File: config.mk
export PLATFORM = sky130hd
export DESIGN_NAME = lcd_capture
export DESIGN_NICKNAME = d
export VERILOG_FILES = /design/src/rtl/lcd_capture.sv
export SDC_FILE = /design/constraint.sdc
export NUM_CORES = 1
export LEC_CHECK = 0
export ABC_AREA = 0
export CORE_UTILIZATION = 30
export CTS_CLUSTER_DIAMETER = 60
export CTS_CLUSTER_SIZE = 25
export DETAILED_ROUTE_END_ITERATION = 10
export DONT_BUFFER_PORTS = 1
export PLACE_DENSITY = 0.52
export SLEW_MARGIN = 20
export SYNTH_ARGS = -nofsm -noshare
export SYNTH_HDL_FRONTEND = slang
export SYNTH_SLANG_ARGS = --single-unit
File: constraint.sdc
create_clock -name i_clk_50m -period 3.1 [get_ports i_clk_50m]
set_clock_uncertainty 0.1 [all_clocks]
set_input_delay 0.465 -clock i_clk_50m [delete_from_list [all_inputs] [get_ports i_clk_50m]]
set_output_delay 0.465 -clock i_clk_50m [all_outputs]
set_load 0.05 [all_outputs]
File: src/rtl/lcd_capture.sv
// lcd_capture: samples strobed RGB888 video, converts it to RGB565 and packs four pixels per 64-bit SDRAM write word.
// Latency: wr_en/wr_data, wr_load and frame_done/frame_err are registered one cycle after the pix_ce cycle that causes them.
// Backpressure: none; the SDRAM write FIFO must absorb at most one wr_en every four cycles.
module lcd_capture #(
    parameter int H_DISP   = 480,
    parameter int V_DISP   = 272,
    parameter bit SYNC_POL = 1'b1
) (
    input  logic        i_clk_50m,
    input  logic        i_rst,
    input  logic        i_pix_ce,
    input  logic        i_vid_vs,
    input  logic        i_vid_hs,
    input  logic        i_vid_de,
    input  logic [23:0] i_vid_rgb,
    input  logic        i_sdram_init_done,
    output logic        o_wr_en,
    output logic [63:0] o_wr_data,
    output logic        o_wr_load,
    output logic        o_frame_done,
    output logic        o_frame_err,
    output logic [7:0]  o_frame_cnt
);

    localparam logic [10:0] LP_H = 11'(H_DISP);
    localparam logic [9:0]  LP_V = 10'(V_DISP);

    typedef enum logic [1:0] {ST_IDLE, ST_SYNC, ST_CAP} state_t;

    state_t      r_state;
    logic        r_vs_prev;
    logic        r_de_prev;
    logic [10:0] r_pix_cnt;
    logic [9:0]  r_line_cnt;
    logic [1:0]  r_pix_idx;
    logic        r_err;
    logic [47:0] r_word;

    // hsync carries no information the capture logic needs
    logic w_unused_hs;
    assign w_unused_hs = i_vid_hs;

    logic        w_fse;
    logic        w_line_end;
    logic        w_pix;
    logic        w_active;
    logic [10:0] w_pc_base;
    logic [9:0]  w_lc_base;
    logic [1:0]  w_idx_base;
    logic        w_err_base;
    logic        w_pix_ok;
    logic [10:0] w_pc_inc;
    logic [9:0]  w_lc_inc;
    logic        w_frame_good;
    logic [15:0] w_565;

    assign w_fse      = i_pix_ce && (i_vid_vs == SYNC_POL) && (r_vs_prev != SYNC_POL);
    assign w_line_end = i_pix_ce && !i_vid_de && r_de_prev;
    assign w_pix      = i_pix_ce && i_vid_de;
    assign w_565      = {i_vid_rgb[23:19], i_vid_rgb[15:10], i_vid_rgb[7:3]};

    // A frame start is processed before a pixel in the same cycle, so the
    // pixel logic works from counters that are already cleared by the FSE.
    assign w_active   = (r_state == ST_CAP) || ((r_state == ST_SYNC) && w_fse);
    assign w_pc_base  = w_fse ? 11'd0 : r_pix_cnt;
    assign w_lc_base  = w_fse ? 10'd0 : r_line_cnt;
    assign w_idx_base = w_fse ? 2'd0  : r_pix_idx;
    assign w_err_base = w_fse ? 1'b0  : r_err;
    assign w_pix_ok   = w_pix && (w_lc_base < LP_V) && (w_pc_base < LP_H);
    assign w_pc_inc   = (w_pc_base == 11'h7FF) ? w_pc_base : w_pc_base + 11'd1;
    assign w_lc_inc   = (r_line_cnt == 10'h3FF) ? r_line_cnt : r_line_cnt + 10'd1;
    assign w_frame_good = (r_line_cnt == LP_V) && !r_err;

    // Capture FSM: init gating, frame sync, pixel packing and geometry check
    always_ff @(posedge i_clk_50m) begin
        o_wr_en      <= 1'b0;
        o_wr_load    <= 1'b0;
        o_frame_done <= 1'b0;
        o_frame_err  <= 1'b0;
        if (i_rst) begin
            r_state     <= ST_IDLE;
            r_vs_prev   <= 1'b0;
            r_de_prev   <= 1'b0;
            r_pix_cnt   <= 11'd0;
            r_line_cnt  <= 10'd0;
            r_pix_idx   <= 2'd0;
            r_err       <= 1'b0;
            r_word      <= 48'd0;
            o_wr_data   <= 64'd0;
            o_frame_cnt <= 8'd0;
        end else begin
            if (i_pix_ce) begin
                r_vs_prev <= i_vid_vs;
                r_de_prev <= i_vid_de;
            end
            if (!i_sdram_init_done) begin
                // losing the SDRAM abandons the frame silently
                r_state <= ST_IDLE;
            end else begin
                if (r_state == ST_IDLE) begin
                    r_state <= ST_SYNC;
                end
                if (w_active) begin
                    r_state    <= ST_CAP;
                    r_pix_cnt  <= w_pc_base;
                    r_line_cnt <= w_lc_base;
                    r_pix_idx  <= w_idx_base;
                    r_err      <= w_err_base;
                    if (w_fse) begin
                        o_wr_load <= 1'b1;
                        if (r_state == ST_CAP) begin
                            if (w_frame_good) begin
                                o_frame_done <= 1'b1;
                                o_frame_cnt  <= o_frame_cnt + 8'd1;
                            end else begin
                                o_frame_err <= 1'b1;
                            end
                        end
                    end
                    if (w_pix) begin
                        r_pix_cnt <= w_pc_inc;
                        if (w_pix_ok) begin
                            r_pix_idx <= w_idx_base + 2'd1;
                            case (w_idx_base)
                                2'd0: r_word[47:32] <= w_565;
                                2'd1: r_word[31:16] <= w_565;
                                2'd2: r_word[15:0]  <= w_565;
                                2'd3: begin
                                    o_wr_en   <= 1'b1;
                                    o_wr_data <= {r_word, w_565};
                                end
                            endcase
                        end else begin
                            // overlong line or surplus line: drop pixel, flag frame
                            r_err <= 1'b1;
                        end
                    end else if (w_line_end && !w_fse) begin
                        // partial word is dropped by resetting the slot index
                        if (r_pix_cnt != LP_H) begin
                            r_err <= 1'b1;
                        end
                        r_pix_cnt  <= 11'd0;
                        r_pix_idx  <= 2'd0;
                        r_line_cnt <= w_lc_inc;
                    end
                end
            end
        end
    end

endmodule

==> reports/results.tsv, run 1 <==
stage	metric	value	unit
global_routing	Overflow after GRT	0	
synthesis	post-synth net total	768	
floorplanning	die width	146	um
worst_setup_path	r2r startpoint	r_vs_prev	
layout	Multi-input gate area	0.00299	mm^2
synthesis	mux cell area share after synthesis	8.18	%
global_routing	initial antenna violation count	0	
place	Final GP Congestion	0.787	
timing	setup violators final	0	
timing	Worst Tran Pin Value	666	ps
floorplanning	row count	52	
worst_setup_path	reg2reg path depth	8	
detailed_routing	initial detailed-routing violation count	342	
synthesis	Synth top cells by count	154 x nand2_1, 152 x dfxtp_1, 80 x a21oi_1, 78 x nor2_1, 50 x mux2i_1	
synthesis	ys async rst share	0	%
clocking	clk_lat worst skew	430	ps
worst_setup_path	CP Cell Sequence	nand3b_1 > and2_1 > ha_1 > and3_1 > a41oi_1 > nand2_1 > or3_1 > nand3_1	
detailed_routing	Vias/cell	4.93	
worst_setup_path	Setup crit start	r_vs_prev	
layout	layout cells sized above 1	7.85	%
layout	fill count	2113	
synthesis	register area share after synthesis	48.6	%
detailed_routing	WL/cell	16.7	um
global_routing	GRT Util Overall	15.9	%
clocking	CTS Buf Count	17	
synthesis	Synth Area in Adders	1.60	%
place	I/O Buffers	0	
timing	Max Fclk	401	MHz
synthesis	post-synthesis compound-gate area fraction	11.9	%
worst_setup_path	Largest stage delay, worst path	460	ps
timing	RSZ-0062 raised after global routing	no	
timing	Tmin final	2490	ps
detailed_routing	# DRC	0	
flow_run	max-cap check violation count	0	
clocking	Post-CTS Hold Fix Bufs	0	
power_and_ir_drop	total power	0.00415	W
worst_setup_path	CP Launch Type	register	
place	Final HPWL DP	10700	um
detailed_routing	drt first pass iters	5	
synthesis	Distinct cells, synth	58	
power_and_ir_drop	power per standard cell area	584	mW/mm^2
timing	Slew Viols, Final	0	
timing	TNS Setup	0	ps
clocking	clock sinks	152	
synthesis	Syn Inst Count	729	
floorplanning	die height	146	um
worst_setup_path	worst reg2reg endpoint	r_pix_cnt[2]	
power_and_ir_drop	Leak	2.32	nW
clocking	CTS Buffer Depth	2	
clocking	# H-tree levels	4	
clocking	Clock Tree Root	clkbuf_16	
synthesis	Synth area leader	dfxtp_1	
worst_setup_path	slowest CP cell	a41oi_1	
layout	Layout Nets	752	
clocking	Worst-path clk slew	60	ps
worst_setup_path	R2R Setup Slk	610	ps
layout	ant diodes	0	
worst_setup_path	critical path required time	3360	ps
timing	final hold viol count	0	
synthesis	combinational family with the most area after synthesis	simple AND/OR/NAND/NOR gates	
worst_setup_path	Worst Setup Path Type	register to register	
global_routing	largest net degree at the start of global routing	149	
synthesis	ys flop type	dfxtp_1	
power_and_ir_drop	VDD IR max	0.000340	V
detailed_routing	WL final	16600	um
floorplanning	initial core utilization	30.7	%
clocking	post_cts resized	0	
floorplanning	CORE AREA	0.0204	mm^2
synthesis	synthesized flop and latch total	152	
synthesis	Synth Area in XOR/XNOR	1.54	%
synthesis	most common cell in the netlist	nand2_1	
synthesis	Syn Area/Cell	8.59	um^2
synthesis	top cells by area, synth	dfxtp_1 49%, nand2_1 9.2%, mux2i_1 8.0%, a21oi_1 6.4%, nor2_1 4.7%	
min_path	Hold Path Stages	1	
synthesis	top-area cell type share of the netlist area	48.6	%
floorplanning	# IOs	107	
detailed_routing	antenna-violating nets left	0	
worst_setup_path	Worst Path Max Fanout	6	
run_status	status	completed	
worst_setup_path	Arr. time, crit path	2760	ps
synthesis	number of flops mapped to enable cells by yosys	0	
timing	Slew HR	55.5	%
synthesis	Yosys warnings	0	
clocking	Post-CTS Setup Bufs	0	
layout	FF/Latch Area	0.00304	mm^2
min_path	Hold Crit Class	input pin to register	
global_routing	vias in the first global route	4609	
clocking	CTS tree	built	
synthesis	Synth Cell Area	0.00626	mm^2
layout	P&R area growth vs syn	13.3	%
floorplanning	Die Area	0.0214	mm^2
synthesis	Post-Synth Simple-Gate Area	24.3	%
global_routing	first-pass GRT wire length	26400	um
worst_setup_path	Critical Path End Type	register	
detailed_routing	DR vias	4908	
timing	crit share post-route	80.5	%
worst_setup_path	crit path to	r_pix_cnt[2]	
how the worst min path moves through the flow:
stage	startpoint	end	slack, ps
after floorplan	r_word[28]	o_wr_data[44]	330
after global placement	r_word[31]	o_wr_data[47]	340
after detailed placement	r_word[30]	o_wr_data[46]	340
after CTS	i_rst	r_vs_prev	3
after global routing	i_rst	r_vs_prev	4
final	i_rst	r_vs_prev	30
cell usage in the layout (no fill, tap or decap), types with 7 or more instances in the layout:
| cell type | count |
|---|---|
| nand2_1 | 154 |
| dfxtp_1 | 152 |
| mux2i_1 | 50 |
| xor2_1 | 9 |
| o21ai_0 | 14 |
| buf_4 | 8 |
| nand4_1 | 10 |
| nor3_1 | 12 |
| ha_1 | 8 |
| nand3_1 | 19 |
| clkbuf_16 | 17 |
| a21oi_1 | 80 |
| nor2_1 | 78 |
| or3_1 | 7 |
| clkinv_8 | 7 |
critical path, delay by kind of cell (launching register included):
family,cells,cell delay [ps]
flip-flops,1,340
AO/OA/AOI/OAI,1,460
adder cells (fa/ha/maj),1,230
AND/OR/NAND/NOR,6,1300
sequential cells by signal, indices dropped and copies added (netlist names), 2 cells and up:
| name | flops |
|---|---|
| r_pix_idx | 2 |
| r_word | 48 |
| o_wr_data | 64 |
| r_line_cnt | 10 |
| o_frame_cnt | 8 |
| r_state | 2 |
| r_pix_cnt | 11 |
power by group:
| group | leakage [nW] | total (W) | internal (W) | switching, W |
|---|---|---|---|---|
| Clock | 0.297 | 0.00213 | 0.00110 | 0.00102 |
| Combinational | 0.796 | 0.0000580 | 0.0000224 | 0.0000356 |
| Sequential | 1.22 | 0.00196 | 0.00196 | 0.00000539 |
| Total | 2.32 | 0.00415 | 0.00308 | 0.00106 |
metrics by stage:
| stage | instance area [um^2] | util, % | setup slack (ps) | hold WS [ps] | cells |
|---|---|---|---|---|---|
| detailed placement | 6470 | 31.8 | 600 | 342 | 964 |
| finish | 7090 | 34.8 | 606 | 25.6 | 996 |
| floorplan | 6260 | - | 596 | 331 | 729 |
| CTS | 7090 | 34.8 | 622 | 3.45 | 996 |
| global placement | 6470 | 31.8 | 594 | 340 | 963 |
| global route | 7090 | 34.8 | 403 | 4.47 | 996 |
kinds of logic (layout without fill, tap and decap cells):
kind of cell	Yosys count	in the layout
multiplexers	51	51
flip-flops	152	152
buffers and inverters	49	46
AO/OA/AOI/OAI	128	128
XOR/XNOR	11	11
adder cells (fa/ha/maj)	8	8
AND/OR/NAND/NOR	330	330
cell type report:
cell class / count / share of cell area (%)
clock buffer: 17 / 6.00
clock inverter: 15 / 2.75
inverter: 5 / 0.265
multi-input combinational: 528 / 42.2
sequential: 152 / 42.9
tap: 270 / 4.76
timing repair buffer: 9 / 1.13
metal layers:
| metal | share of wire (%) | vias up | GRT usage (%) |
|---|---|---|---|
| met5 | 0 | - | 0 |
| met4 | 1.2 | 0 | 5.57 |
| met3 | 5.8 | 15 | 5.03 |
| met2 | 44 | 104 | 23.6 |
| met1 | 49 | 2316 | 21.6 |
| li1 | - | 2473 | - |
(Power assumes the default switching activity.)
==> inputs of run 2 (changes only) <==
clock period = 2.5 ns   (was 3.1 ns; I/O delays follow)
==> reports/results.tsv, run 2 (synthesized netlist as in run 1, its figures left out) <==
stage	metric	value	unit	change
floorplanning	row count	52		unchanged
power_and_ir_drop	power per standard cell area	698	mW/mm^2	+19%
timing	final hold viol count	15		+15
timing	RSZ-0062 raised after global routing	no		
global_routing	vias in the first global route	4648		+0.85%
detailed_routing	DR vias	4989		+1.7%
worst_setup_path	Worst Setup Path Type	register to register		
place	# placed instances	978		+1.5%
clocking	Worst-path clk slew	70	ps	about the same
worst_setup_path	Setup crit start	r_line_cnt[4]		
power_and_ir_drop	VDD IR max	0.000391	V	+15%
timing	Tmin final	2340	ps	-155 ps
layout	max reg flops	64		unchanged
timing	Slew HR	46.3	%	-9.3 points
global_routing	met2 Use GR	23.8	%	+0.19 points
layout	leading registers by flop count	o_wr_data x64, r_word x48, r_pix_cnt x11		
worst_setup_path	Worst Path Max Fanout	6		unchanged
place	Final HPWL DP	10900	um	+1.2%
worst_setup_path	Critical Path End Type	register		
layout	P&R area growth vs syn	18.3	%	
detailed_routing	Vias/cell	4.88		-1.0%
min_path	Hold Crit Class	input pin to register		
clocking	# H-tree levels	4		unchanged
layout	non-filler instance count after layout	1023		+2.7%
detailed_routing	WL/cell	16.3	um	-2.2%
timing	Slew Viols, Final	0		unchanged
timing	Max Fclk	427	MHz	+6.6%
clocking	CTS Buffer Depth	2		unchanged
detailed_routing	# DRC	0		unchanged
floorplanning	die width	146	um	unchanged
clocking	clock sinks	152		unchanged
timing	WHS	-41.6	ps	-67.3 ps
floorplanning	Die Area	0.0214	mm^2	unchanged
clocking	Clock Tree Root	clkbuf_16		
worst_setup_path	r2r startpoint	r_line_cnt[4]		
min_path	Worst Hold Launch	i_rst		
clocking	clk_lat worst skew	430	ps	about the same
place	Final GP Congestion	0.798		+1.4%
layout	register bank with the most flops	o_wr_data		
worst_setup_path	Arr. time, crit path	2560	ps	-200 ps
clocking	CTS tree	built		
layout	most common cell after layout, fill and taps aside	nand2_1		
timing	TNS Setup	0	ps	unchanged
global_routing	met1 usage	21.2	%	-0.37 points
detailed_routing	drt first pass iters	7		+2
global_routing	largest net degree at the start of global routing	149		unchanged
power_and_ir_drop	Leak	2.49	nW	+7.3%
timing	setup violators final	0		unchanged
clocking	CTS Buf Count	17		unchanged
layout	commonest cells after routing, fill and taps aside	154 x nand2_1, 151 x dfxtp_1, 80 x a21oi_1		
layout	FF/Latch Area	0.00304	mm^2	about the same
detailed_routing	WL final	16700	um	+0.47%
global_routing	initial antenna violation count	0		unchanged
detailed_routing	antenna-violating nets left	0		unchanged
run_status	failing checks	negative hold slack		
floorplanning	initial core utilization	30.7	%	unchanged
run_status	status	finished with violations		
detailed_routing	initial detailed-routing violation count	374		+9.4%
layout	Layout Nets	779		+3.6%
floorplanning	die height	146	um	unchanged
layout	Multi-input gate area	0.00300	mm^2	+0.17%
flow_run	max-cap check violation count	0		unchanged
layout	ant diodes	0		unchanged
global_routing	M3 GR Usage	4.94	%	-0.094 points
global_routing	Top Usage Layer GRT	met2		
layout	fill count	2107		-0.28%
timing	Worst Tran Pin Value	806	ps	+140 ps
floorplanning	CORE AREA	0.0204	mm^2	unchanged
timing	crit share post-route	93.6	%	+13 points
global_routing	Overflow after GRT	0		unchanged
floorplanning	# IOs	107		unchanged
global_routing	GRT Util Overall	15.8	%	-0.15 points
layout	layout cells sized above 1	9.83	%	+2.0 points
worst_setup_path	critical path required time	2720	ps	-640 ps
worst_setup_path	CP Launch Type	register		
global_routing	first-pass GRT wire length	26400	um	about the same
place	I/O Buffers	0		unchanged
run 2: changes by cell type in the layout (fill, tap and decap cells not counted), sizes merged:
cell,change
clkbuf,+1
buf,+16
clkinv,-3
clkinvlp,+1
bufinv,+1
dlygate4sd3,+11
run 2: worst max-delay path, cell delays in order, from the launching register on:
cell and delay (ps):
dfxtp_2 340, buf_4 140, or4b_2 590, nor3_1 140
and3_1 210, xnor2_1 120, nor2_1 50, dlygate4sd3_1 550
run 2: worst paths after layout:
check                    to  slack (ps)  cells past startpoint
min reg2reg   o_wr_data[21]         350                      2
max reg2reg  o_frame_cnt[0]         160                      7
min           r_line_cnt[0]         -40                      1
max          o_frame_cnt[0]         160                      7
run 2: timing repair:
item                                   in CTS  in global routing
setup buffers                               0                  2
setup endpoints to repair                   0                 11
endpoints found under the hold margin     135                126
gates resized for setup                     0                  2
hold buffers                                8                  3
run 2: area by class of cell:
| cell class | count | share of cell area [%] |
|---|---|---|
| sequential | 152 | 41.1 |
| multi-input combinational | 528 | 40.5 |
| clock buffer | 18 | 5.93 |
| timing repair buffer | 36 | 5.21 |
| tap | 270 | 4.56 |
| clock inverter | 14 | 2.42 |
| inverter | 5 | 0.254 |
run 2: report_power, final:
| part | internal (W) | total [W] | leakage [nW] | switching, W |
|---|---|---|---|---|
| logic | 0.0000393 | 0.0000882 | 0.966 | 0.0000489 |
| registers | 0.00243 | 0.00243 | 1.22 | 0.00000698 |
| clock network | 0.00146 | 0.00265 | 0.295 | 0.00118 |
| total | 0.00393 | 0.00517 | 2.49 | 0.00124 |
run 2: per-layer routing:
layer	up-vias	share of wire, %
met3	12	6.1
met2	110	45
li1	2521	-
met5	-	0
met4	0	1.2
met1	2346	48
run 2: metrics by stage:
step	util (%)	hold slack, ps	power (W)	instance area, um^2	setup WS (ps)
final	36.4	-41.6	0.00517	7400	161
after global routing	36.4	-54.2	0.00534	7400	23.5
after global placement	32.7	339	0.00256	6650	136
after detailed placement	32.7	340	0.00256	6650	96.1
after CTS	36.1	-70.5	0.00524	7350	39.9
after floorplan	-	331	0.00257	6260	64.2
